===== src/rtl/decoder_pkg.sv =====
// Shared definitions for the scanning decoder: mode encodings, FSM state type
// and a constant-evaluable ceil(log2) helper.
package decoder_pkg;

    localparam logic [1:0] MODE_DIRECT     = 2'b00;
    localparam logic [1:0] MODE_SCAN       = 2'b01;
    localparam logic [1:0] MODE_SWEEP      = 2'b10;
    localparam logic [1:0] MODE_DIRECT_ALT = 2'b11;

    typedef enum logic [1:0] {
        ST_IDLE   = 2'd0,
        ST_DIRECT = 2'd1,
        ST_SCAN   = 2'd2,
        ST_SWEEP  = 2'd3
    } dec_state_t;

    function automatic int clog2(input int value);
        int result;
        result = 0;
        for (int i = 0; i < 31; i++) begin
            if (value > (1 << i)) result = i + 1;
        end
        return result;
    endfunction

endpackage


===== src/rtl/onehot_dec.sv =====
// Combinational N-to-2^N one-hot decode with selectable output polarity.
// With active low, every line sits at its inactive level.
module onehot_dec #(
    parameter int N          = 2,
    parameter bit ACTIVE_LOW = 1'b1
) (
    input  logic [N-1:0]      idx,
    input  logic              active,
    output logic [(1<<N)-1:0] d
);

    logic [(1<<N)-1:0] hot;

    always_comb begin
        hot = '0;
        if (active) hot[idx] = 1'b1;
        d = ACTIVE_LOW ? ~hot : hot;
    end

endmodule


===== src/rtl/decoder_scan_nm.sv =====
// Registered N-to-2^N decoder with direct addressing, free-running scan and a
// single sweep that ends with a one-cycle done pulse.
module decoder_scan_nm
    import decoder_pkg::*;
#(
    parameter int N          = 2,
    parameter int DWELL      = 1,
    parameter bit ACTIVE_LOW = 1'b1
) (
    input  logic              clk,
    input  logic              rst_n,
    input  logic              en_n,
    input  logic [1:0]        mode,
    input  logic [N-1:0]      sel,
    input  logic              load,
    input  logic              start,
    output logic [(1<<N)-1:0] d,
    output logic [N-1:0]      idx,
    output logic              busy,
    output logic              done,
    output dec_state_t        state
);

    localparam int CW = (clog2(DWELL) > 1) ? clog2(DWELL) : 1;
    localparam logic [CW-1:0] CNT_LAST = CW'(DWELL - 1);
    localparam logic [N-1:0]  IDX_LAST = '1;

    dec_state_t     state_q, state_n;
    logic [N-1:0]   idx_q, idx_n;
    logic [CW-1:0]  cnt_q, cnt_n;
    logic           active_q, active_n;
    logic           busy_q, busy_n;
    logic           done_q, done_n;
    logic           is_direct;
    logic           rollover;
    logic           to_idle;

    assign is_direct = (mode == MODE_DIRECT) || (mode == MODE_DIRECT_ALT);
    assign rollover  = (cnt_q == CNT_LAST);

    always_ff @(posedge clk or negedge rst_n) begin
        if (!rst_n) begin
            state_q  <= ST_IDLE;
            idx_q    <= '0;
            cnt_q    <= '0;
            active_q <= 1'b0;
            busy_q   <= 1'b0;
            done_q   <= 1'b0;
        end else begin
            state_q  <= state_n;
            idx_q    <= idx_n;
            cnt_q    <= cnt_n;
            active_q <= active_n;
            busy_q   <= busy_n;
            done_q   <= done_n;
        end
    end

    // A mode that no longer matches the running state wins over load, start
    // and dwell rollover; en_n wins over everything.
    always_comb begin
        state_n  = state_q;
        idx_n    = idx_q;
        cnt_n    = cnt_q;
        active_n = active_q;
        busy_n   = busy_q;
        done_n   = 1'b0;
        to_idle  = 1'b0;

        if (en_n) begin
            to_idle = 1'b1;
        end else begin
            case (state_q)
                ST_IDLE: begin
                    if (is_direct && load) begin
                        state_n  = ST_DIRECT;
                        idx_n    = sel;
                        active_n = 1'b1;
                    end else if (mode == MODE_SCAN) begin
                        state_n  = ST_SCAN;
                        idx_n    = '0;
                        cnt_n    = '0;
                        active_n = 1'b1;
                        busy_n   = 1'b1;
                    end else if (mode == MODE_SWEEP && start) begin
                        state_n  = ST_SWEEP;
                        idx_n    = '0;
                        cnt_n    = '0;
                        active_n = 1'b1;
                        busy_n   = 1'b1;
                    end
                end
                ST_DIRECT: begin
                    if (!is_direct) to_idle = 1'b1;
                    else if (load)  idx_n = sel;
                end
                ST_SCAN: begin
                    if (mode != MODE_SCAN) begin
                        to_idle = 1'b1;
                    end else if (rollover) begin
                        cnt_n = '0;
                        idx_n = idx_q + 1'b1;
                    end else begin
                        cnt_n = cnt_q + 1'b1;
                    end
                end
                ST_SWEEP: begin
                    if (mode != MODE_SWEEP) begin
                        to_idle = 1'b1;
                    end else if (rollover) begin
                        cnt_n = '0;
                        if (idx_q == IDX_LAST) begin
                            to_idle = 1'b1;
                            done_n  = 1'b1;
                        end else begin
                            idx_n = idx_q + 1'b1;
                        end
                    end else begin
                        cnt_n = cnt_q + 1'b1;
                    end
                end
                default: to_idle = 1'b1;
            endcase
        end

        if (to_idle) begin
            state_n  = ST_IDLE;
            idx_n    = '0;
            cnt_n    = '0;
            active_n = 1'b0;
            busy_n   = 1'b0;
        end
    end

    onehot_dec #(
        .N          (N),
        .ACTIVE_LOW (ACTIVE_LOW)
    ) u_dec (
        .idx    (idx_q),
        .active (active_q),
        .d      (d)
    );

    assign idx   = idx_q;
    assign busy  = busy_q;
    assign done  = done_q;
    assign state = state_q;

endmodule


===== config.mk =====
export PLATFORM = sky130hd
export DESIGN_NAME = decoder_scan_nm
export DESIGN_NICKNAME = d
export VERILOG_FILES = /design/src/rtl/decoder_pkg.sv /design/src/rtl/onehot_dec.sv /design/src/rtl/decoder_scan_nm.sv
export SDC_FILE = /design/constraint.sdc
export NUM_CORES = 1
export LEC_CHECK = 0
export ABC_AREA = 1
export CORE_AREA = 3 3 40 42
export DETAILED_ROUTE_END_ITERATION = 16
export DIE_AREA = 0 0 43 45
export HOLD_SLACK_MARGIN = 0.06
export PLACE_DENSITY = 0.78
export SLEW_MARGIN = 20
export SYNTH_ARGS = -nofsm -noshare
export SYNTH_HDL_FRONTEND = slang
export SYNTH_HIERARCHICAL = 1
export SYNTH_SLANG_ARGS = --single-unit

===== constraint.sdc =====
create_clock -name clk -period 2.23 [get_ports clk]
set_input_delay 0.446 -clock clk [delete_from_list [all_inputs] [get_ports clk]]
set_output_delay 0.446 -clock clk [all_outputs]
set_load 0.01 [all_outputs]

==> results of run 1 <==
## area by class of cell
class                   instances  area (sq um)
clock buffers                   4          26.3
fillers                       123           502
inverters                      16          60.1
multi-input cells              56           323
flip-flops and latches          7           175
well taps                      15          18.8
repair buffers                 18           180
## layer usage
metal | part of all wire [%] | up-vias | GRT usage [%]
li1 | - | 297 | -
met1 | 42 | 244 | 15.7
met2 | 52 | 17 | 22.2
met3 | 5.8 | 0 | 3.59
met4 | 0 | 0 | 7.23
met5 | 0 | - | 0
## where the power goes
group,internal (mW),switching [mW],leakage (nW)
clock,0.0679,0.0418,0.0150
sequential,0.148,0.0400,0.0931
combinational,0.113,0.119,0.268
total,0.329,0.201,0.376
## cell families (layout without fill, tap and decap cells)
kind of cell             count (synthesis)  after routing  share of synthesized area (%)
AO/OA/AOI/OAI                            6              6                           7.62
flip-flops                               7              7                           31.4
adder cells (fa/ha/maj)                  3              3                           6.73
AND/OR/NAND/NOR                         47             47                           43.5
buffers and inverters                   16             38                           10.8
## sequential cells by signal, indices dropped and copies added (netlist names)
signal	cells
done	1
busy	1
state	2
idx	2
active_q	1
## worst paths after layout
kind	to	slack, ns	startpoint
max reg2reg	idx[0]$_DFFE_PN0P_	0.72	idx[0]$_DFFE_PN0P_
min reg2reg	busy$_DFFE_PN0P_	0.51	busy$_DFFE_PN0P_
max	state[0]$_DFFE_PN0P_	0.39	mode[0]
max in group asynchronous	active_q$_DFFE_PN0P_	1.55	rst_n
min in group clk	busy$_DFFE_PN0P_	0.51	busy$_DFFE_PN0P_
min	done$_DFF_PN0_	0.45	rst_n
## through the flow
stage	worst slack, ns	util (%)	hold WS (ns)	total power [mW]
final	0.392	61.0	0.449	0.530
after global routing	0.306	61.0	0.457	0.579
after CTS	0.391	61.0	0.450	0.537
after detailed placement	0.158	58.9	0.498	0.425
after global placement	0.216	58.9	0.492	0.419
after floorplan	0.767	-	0.150	0.326
## cell usage after synthesis (all sizes together)
library cell  instances  area (sq um)
o22ai                 1          6.26
nor3                  2          10.0
inv                  15          56.3
or2                   1          6.26
o21ai                 2          10.0
dfrtp                 7           175
a21oi                 3          26.3
nand4                 2          18.8
nor2                  8          47.6
nand2                20          77.6
clkinv                1          3.75
nand3                14          82.6
ha                    3          37.5
## worst max-delay path: stages
cell,delay (ns)
clkdlybuf4s50_1,0.50
inv_1,0.05
ha_1,0.34
a21oi_1,0.24
inv_1,0.11
a21oi_4,0.18
nand2_1,0.06
o21ai_1,0.07
==> qor.txt, run 1 <==
========================================================================================
Routed vias                                                                          558
Total of flip-flops plus latches after synthesis                                       7
Worst-skew pair later-pin latency                                                0.25 ns
Arrival @ worst endpoint                                                         2.01 ns
Post-layout min period                                                           1.84 ns
CTS Buf Count                                                                          3
Bufs on Longest Clock Path                                                             2
RSZ-0062 raised after global routing                                                  no
Area inside the core boundary                                                 1280 sq um
Die extent in x                                                                    43 um
# clock sinks                                                                          7
Post-detailed-routing wire length                                                1140 um
CTS Hold Bufs                                                                          0
Layout cells sized above 1                                                         14.9%
Leakage power                                                                   0.376 nW
Via density per instance                                                            4.81
Max-slew headroom at the worst pin                                                 78.2%
Number of rows in the core area                                                       13
Die Y                                                                              45 um
Htree depth                                                                            1
Netlist cell types                                                                    21
Post-CTS setup-driven buffer insertion count                                           0
Placed cell count                                                                    112
Post-route clock skew                                                         0.00427 ns
Start-to-end type of the worst setup path                                      in -> reg
Kind of launch point of the worst setup path                                primary input
Die outline area                                                              1940 sq um
TritonCTS clock tree                                                                 yes
Yosys Warn Count                                                                       6
All-Layer GR Usage                                                                 13.3%
Root buffer selected by CTS                                                     clkbuf_4
Number of resized instances in the post-cts repair step                                0
Final net count                                                                      114
Element type at the critical path end                                           register
Count of non-filler cells in the finished layout                                     116
Final-report setup violation count                                                     0
Final TNS setup                                                                     0 ns
Max-cap violations                                                                     0
Slew Limit Fails                                                                       0
Commonest non-fill, non-tap cell in the layout                                   nand2_1
Clock Pin Slew Worst Setup and Hold Paths                                        0.05 ns
Post-route DRC violation count                                                         0
Count of inserted antenna diode cells                                                  0
Global-route wire length before repair                                           1880 um
Kind of path behind the tightest hold check                                  in -> async
Final standard cell area without fillers                                       783 sq um
Number of antenna-violating nets in the routed design                                  0
Detailed Routing Iterations Pass 1                                                     4
Worst Tran Pin Value                                                            0.328 ns
Upper clock frequency limit                                                    0.544 GHz
Worst-case vdd ir drop                                                          0.252 mV
Pwr dens                                                                     677 nW/um^2
Net count after synthesis                                                             91
Total placed instance area                                                     757 sq um
Leading cell types in the layout, fill and taps excluded                    19 x nand2_1, 18 x clkdlybuf4s50_1, 13 x nand3_1
Status                                                                      finished, final reports clean
Critical-path maximum fanout                                                           4
Number of antenna violations at the first check in global routing                      0
Drt first-iter violations                                                             15
Portion of the clock cycle consumed by the worst path in the final layout          82.4%
Maximum number of pins on one net before global-route repair                           9
Layout overhead on the synthesized area                                            40.4%
Cell count after synthesis                                                            79
Overall overflow remaining after global route                                          0
Required time worst endpoint                                                     2.40 ns
Number of primary I/O pins                                                            19
Placed wire-length estimate                                                       963 um
Port Buffers                                                                          18
FF-to-FF path depth                                                                   10
Mean post-synth cell area                                                     7.06 sq um
Number of failing hold endpoints at the final stage                                    0
Effective utilization at floorplan                                                 43.4%
Combined area of all synthesized cells                                         558 sq um
Vias in the first global route                                                       472
Global placer's final weighted congestion                                          0.830
DR WL/cell                                                                       9.86 um
Fraction of the yosys area taken by sequential cells                               31.4%
========================================================================================
Note: power is estimated with default switching activity, not from simulation.
==> run 2, diff against run 1 <==
Settings changed: CORE_AREA 3 3 40 42 to not set, CORE_MARGIN set to 3, CORE_UTILIZATION set to 39, DIE_AREA 0 0 43 45 to not set, PLACE_DENSITY 0.78 to 0.76.
Clock period 2.23 ns to 1.55 ns, I/O delays scaled along.
==> qor.txt, run 2 (synthesized netlist as in run 1, its figures left out) <==
========================================================================================
Status                                                                      finished, final reports clean
Htree depth                                                                            1
Area inside the core boundary                                                 1320 sq um
Die extent in x                                                                  43.8 um
Kind of path behind the tightest hold check                                  in -> async
Dpl ws                                                                         -0.403 ns
RSZ-0062 raised after global routing                                                 yes
Via density per instance                                                            5.01
Required time worst endpoint                                                     1.69 ns
Element type at the critical path end                                           register
Leading cell types in the layout, fill and taps excluded                    15 x nand2_1, 12 x clkdlybuf4s50_1, 12 x buf_4
Routed vias                                                                          651
Start-to-end type of the worst setup path                                     reg -> reg
CTS Hold Bufs                                                                          0
Number of antenna violations at the first check in global routing                      0
Post-route DRC violation count                                                         0
TritonCTS clock tree                                                                 yes
Global placer's final weighted congestion                                          0.824
Crit path launch                                                            idx[0]$_DFFE_PN0P_
Worst-skew pair later-pin latency                                                0.25 ns
Effective utilization at floorplan                                                 42.4%
Bufs on Longest Clock Path                                                             2
Arrival @ worst endpoint                                                         1.65 ns
Crit Reg-Reg Startpoint                                                     idx[0]$_DFFE_PN0P_
Worst-case vdd ir drop                                                          0.417 mV
Root buffer selected by CTS                                                     clkbuf_4
Number of antenna-violating nets in the routed design                                  0
Vias in the first global route                                                       584
Die Y                                                                            43.8 um
Commonest non-fill, non-tap cell in the layout                                   nand2_1
Final net count                                                                      128
Worst Tran Pin Value                                                            0.335 ns
Final TNS setup                                                                     0 ns
Maximum number of pins on one net before global-route repair                           8
Worst path setup slack after routing                                           0.0350 ns
# clock sinks                                                                          7
Detailed Routing Iterations Pass 1                                                     4
Fin util                                                                           72.6%
All-Layer GR Usage                                                                 18.7%
Overall overflow remaining after global route                                          0
Leakage power                                                                   0.449 nW
Number of failing hold endpoints at the final stage                                    0
Count of inserted antenna diode cells                                                  0
DR WL/cell                                                                       13.2 um
Global-route wire length before repair                                           2570 um
Post-route clock skew                                                         0.00638 ns
Placed wire-length estimate                                                      1110 um
Post-detailed-routing wire length                                                1720 um
CTS Buf Count                                                                          3
Drt first-iter violations                                                              9
Layout overhead on the synthesized area                                            71.3%
Slew Limit Fails                                                                       0
Post-layout min period                                                           1.51 ns
Clock Pin Slew Worst Setup and Hold Paths                                        0.05 ns
Worst hold margin                                                               0.309 ns
Total placed instance area                                                     795 sq um
Die outline area                                                              1920 sq um
Max-cap violations                                                                     0
Number of rows in the core area                                                       13
Layout cells sized above 1                                                         40.9%
Critical-path maximum fanout                                                           6
Upper clock frequency limit                                                    0.660 GHz
Kind of launch point of the worst setup path                                    register
Pwr dens                                                                     967 nW/um^2
Portion of the clock cycle consumed by the worst path in the final layout          97.7%
Max-slew headroom at the worst pin                                                 77.6%
Port Buffers                                                                          18
Final standard cell area without fillers                                       956 sq um
Final-report setup violation count                                                     0
Number of primary I/O pins                                                            19
========================================================================================
-- run 2: cell types whose count changed in the layout (fill, tap and decap cells not counted), moves of 4 or more --
cell / change
buf_4: +12
nand2_2: +4
dfrtp_2: +4
clkdlybuf4s50_1: -6
dfrtp_1: -4
nand2_1: -4
-- run 2: worst paths after layout --
check / end / slack (ns) / depth (start not counted)
max in group asynchronous: idx[0]$_DFFE_PN0P_ / 0.98 / 1
worst min-delay path: done$_DFF_PN0_ / 0.31 / 1
worst min register to register: busy$_DFFE_PN0P_ / 0.54 / 2
min in group clk: busy$_DFFE_PN0P_ / 0.54 / 2
worst max register to register: idx[1]$_DFFE_PN0P_ / 0.04 / 10
worst max-delay path: idx[1]$_DFFE_PN0P_ / 0.04 / 10
-- run 2: stage by stage --
step / cells / power, mW
CTS: 127 / 0.857
detailed placement: 117 / 0.637
global placement: 117 / 0.623
finish: 130 / 0.925
floorplan: 79 / 0.469
global route: 130 / 0.993
-- run 2: routing by layer --
metal	track usage, %	part of all wire [%]	vias up
li1	-	-	323
met1	19.9	37	306
met2	34.9	56	19
met3	4.15	6.2	3
met4	7.23	0.93	0
met5	0	0	-
-- run 2: timing repair --
action                                  in CTS  in global routing
setup buffers                                6                  3
pin swaps                                    1                  8
endpoints found under the setup margin      13                 10
gates resized for setup                     15                 19
-- run 2: layout make-up --
| type | count | area (sq um) |
|---|---|---|
| Multi-Input combinational cell | 56 | 384 |
| Fill cell | 99 | 362 |
| Timing Repair Buffer | 32 | 284 |
| Sequential cell | 7 | 180 |
| Inverter | 16 | 62.6 |
| Clock buffer | 4 | 26.3 |
| Tap cell | 15 | 18.8 |
-- run 2: worst max-delay path: stages (launching register included) --
cell,delay [ns]
dfrtp_2,0.43
buf_6,0.14
ha_4,0.15
inv_4,0.06
nand2_2,0.05
nand2_2,0.05
nand2_2,0.06
nor2_4,0.17
nand3_2,0.13
nand3_1,0.11
nand2_1,0.05
-- run 2: power breakdown --
group	switching, mW	internal, mW
combinational	0.266	0.248
sequential	0.0308	0.217
clock	0.0642	0.0981
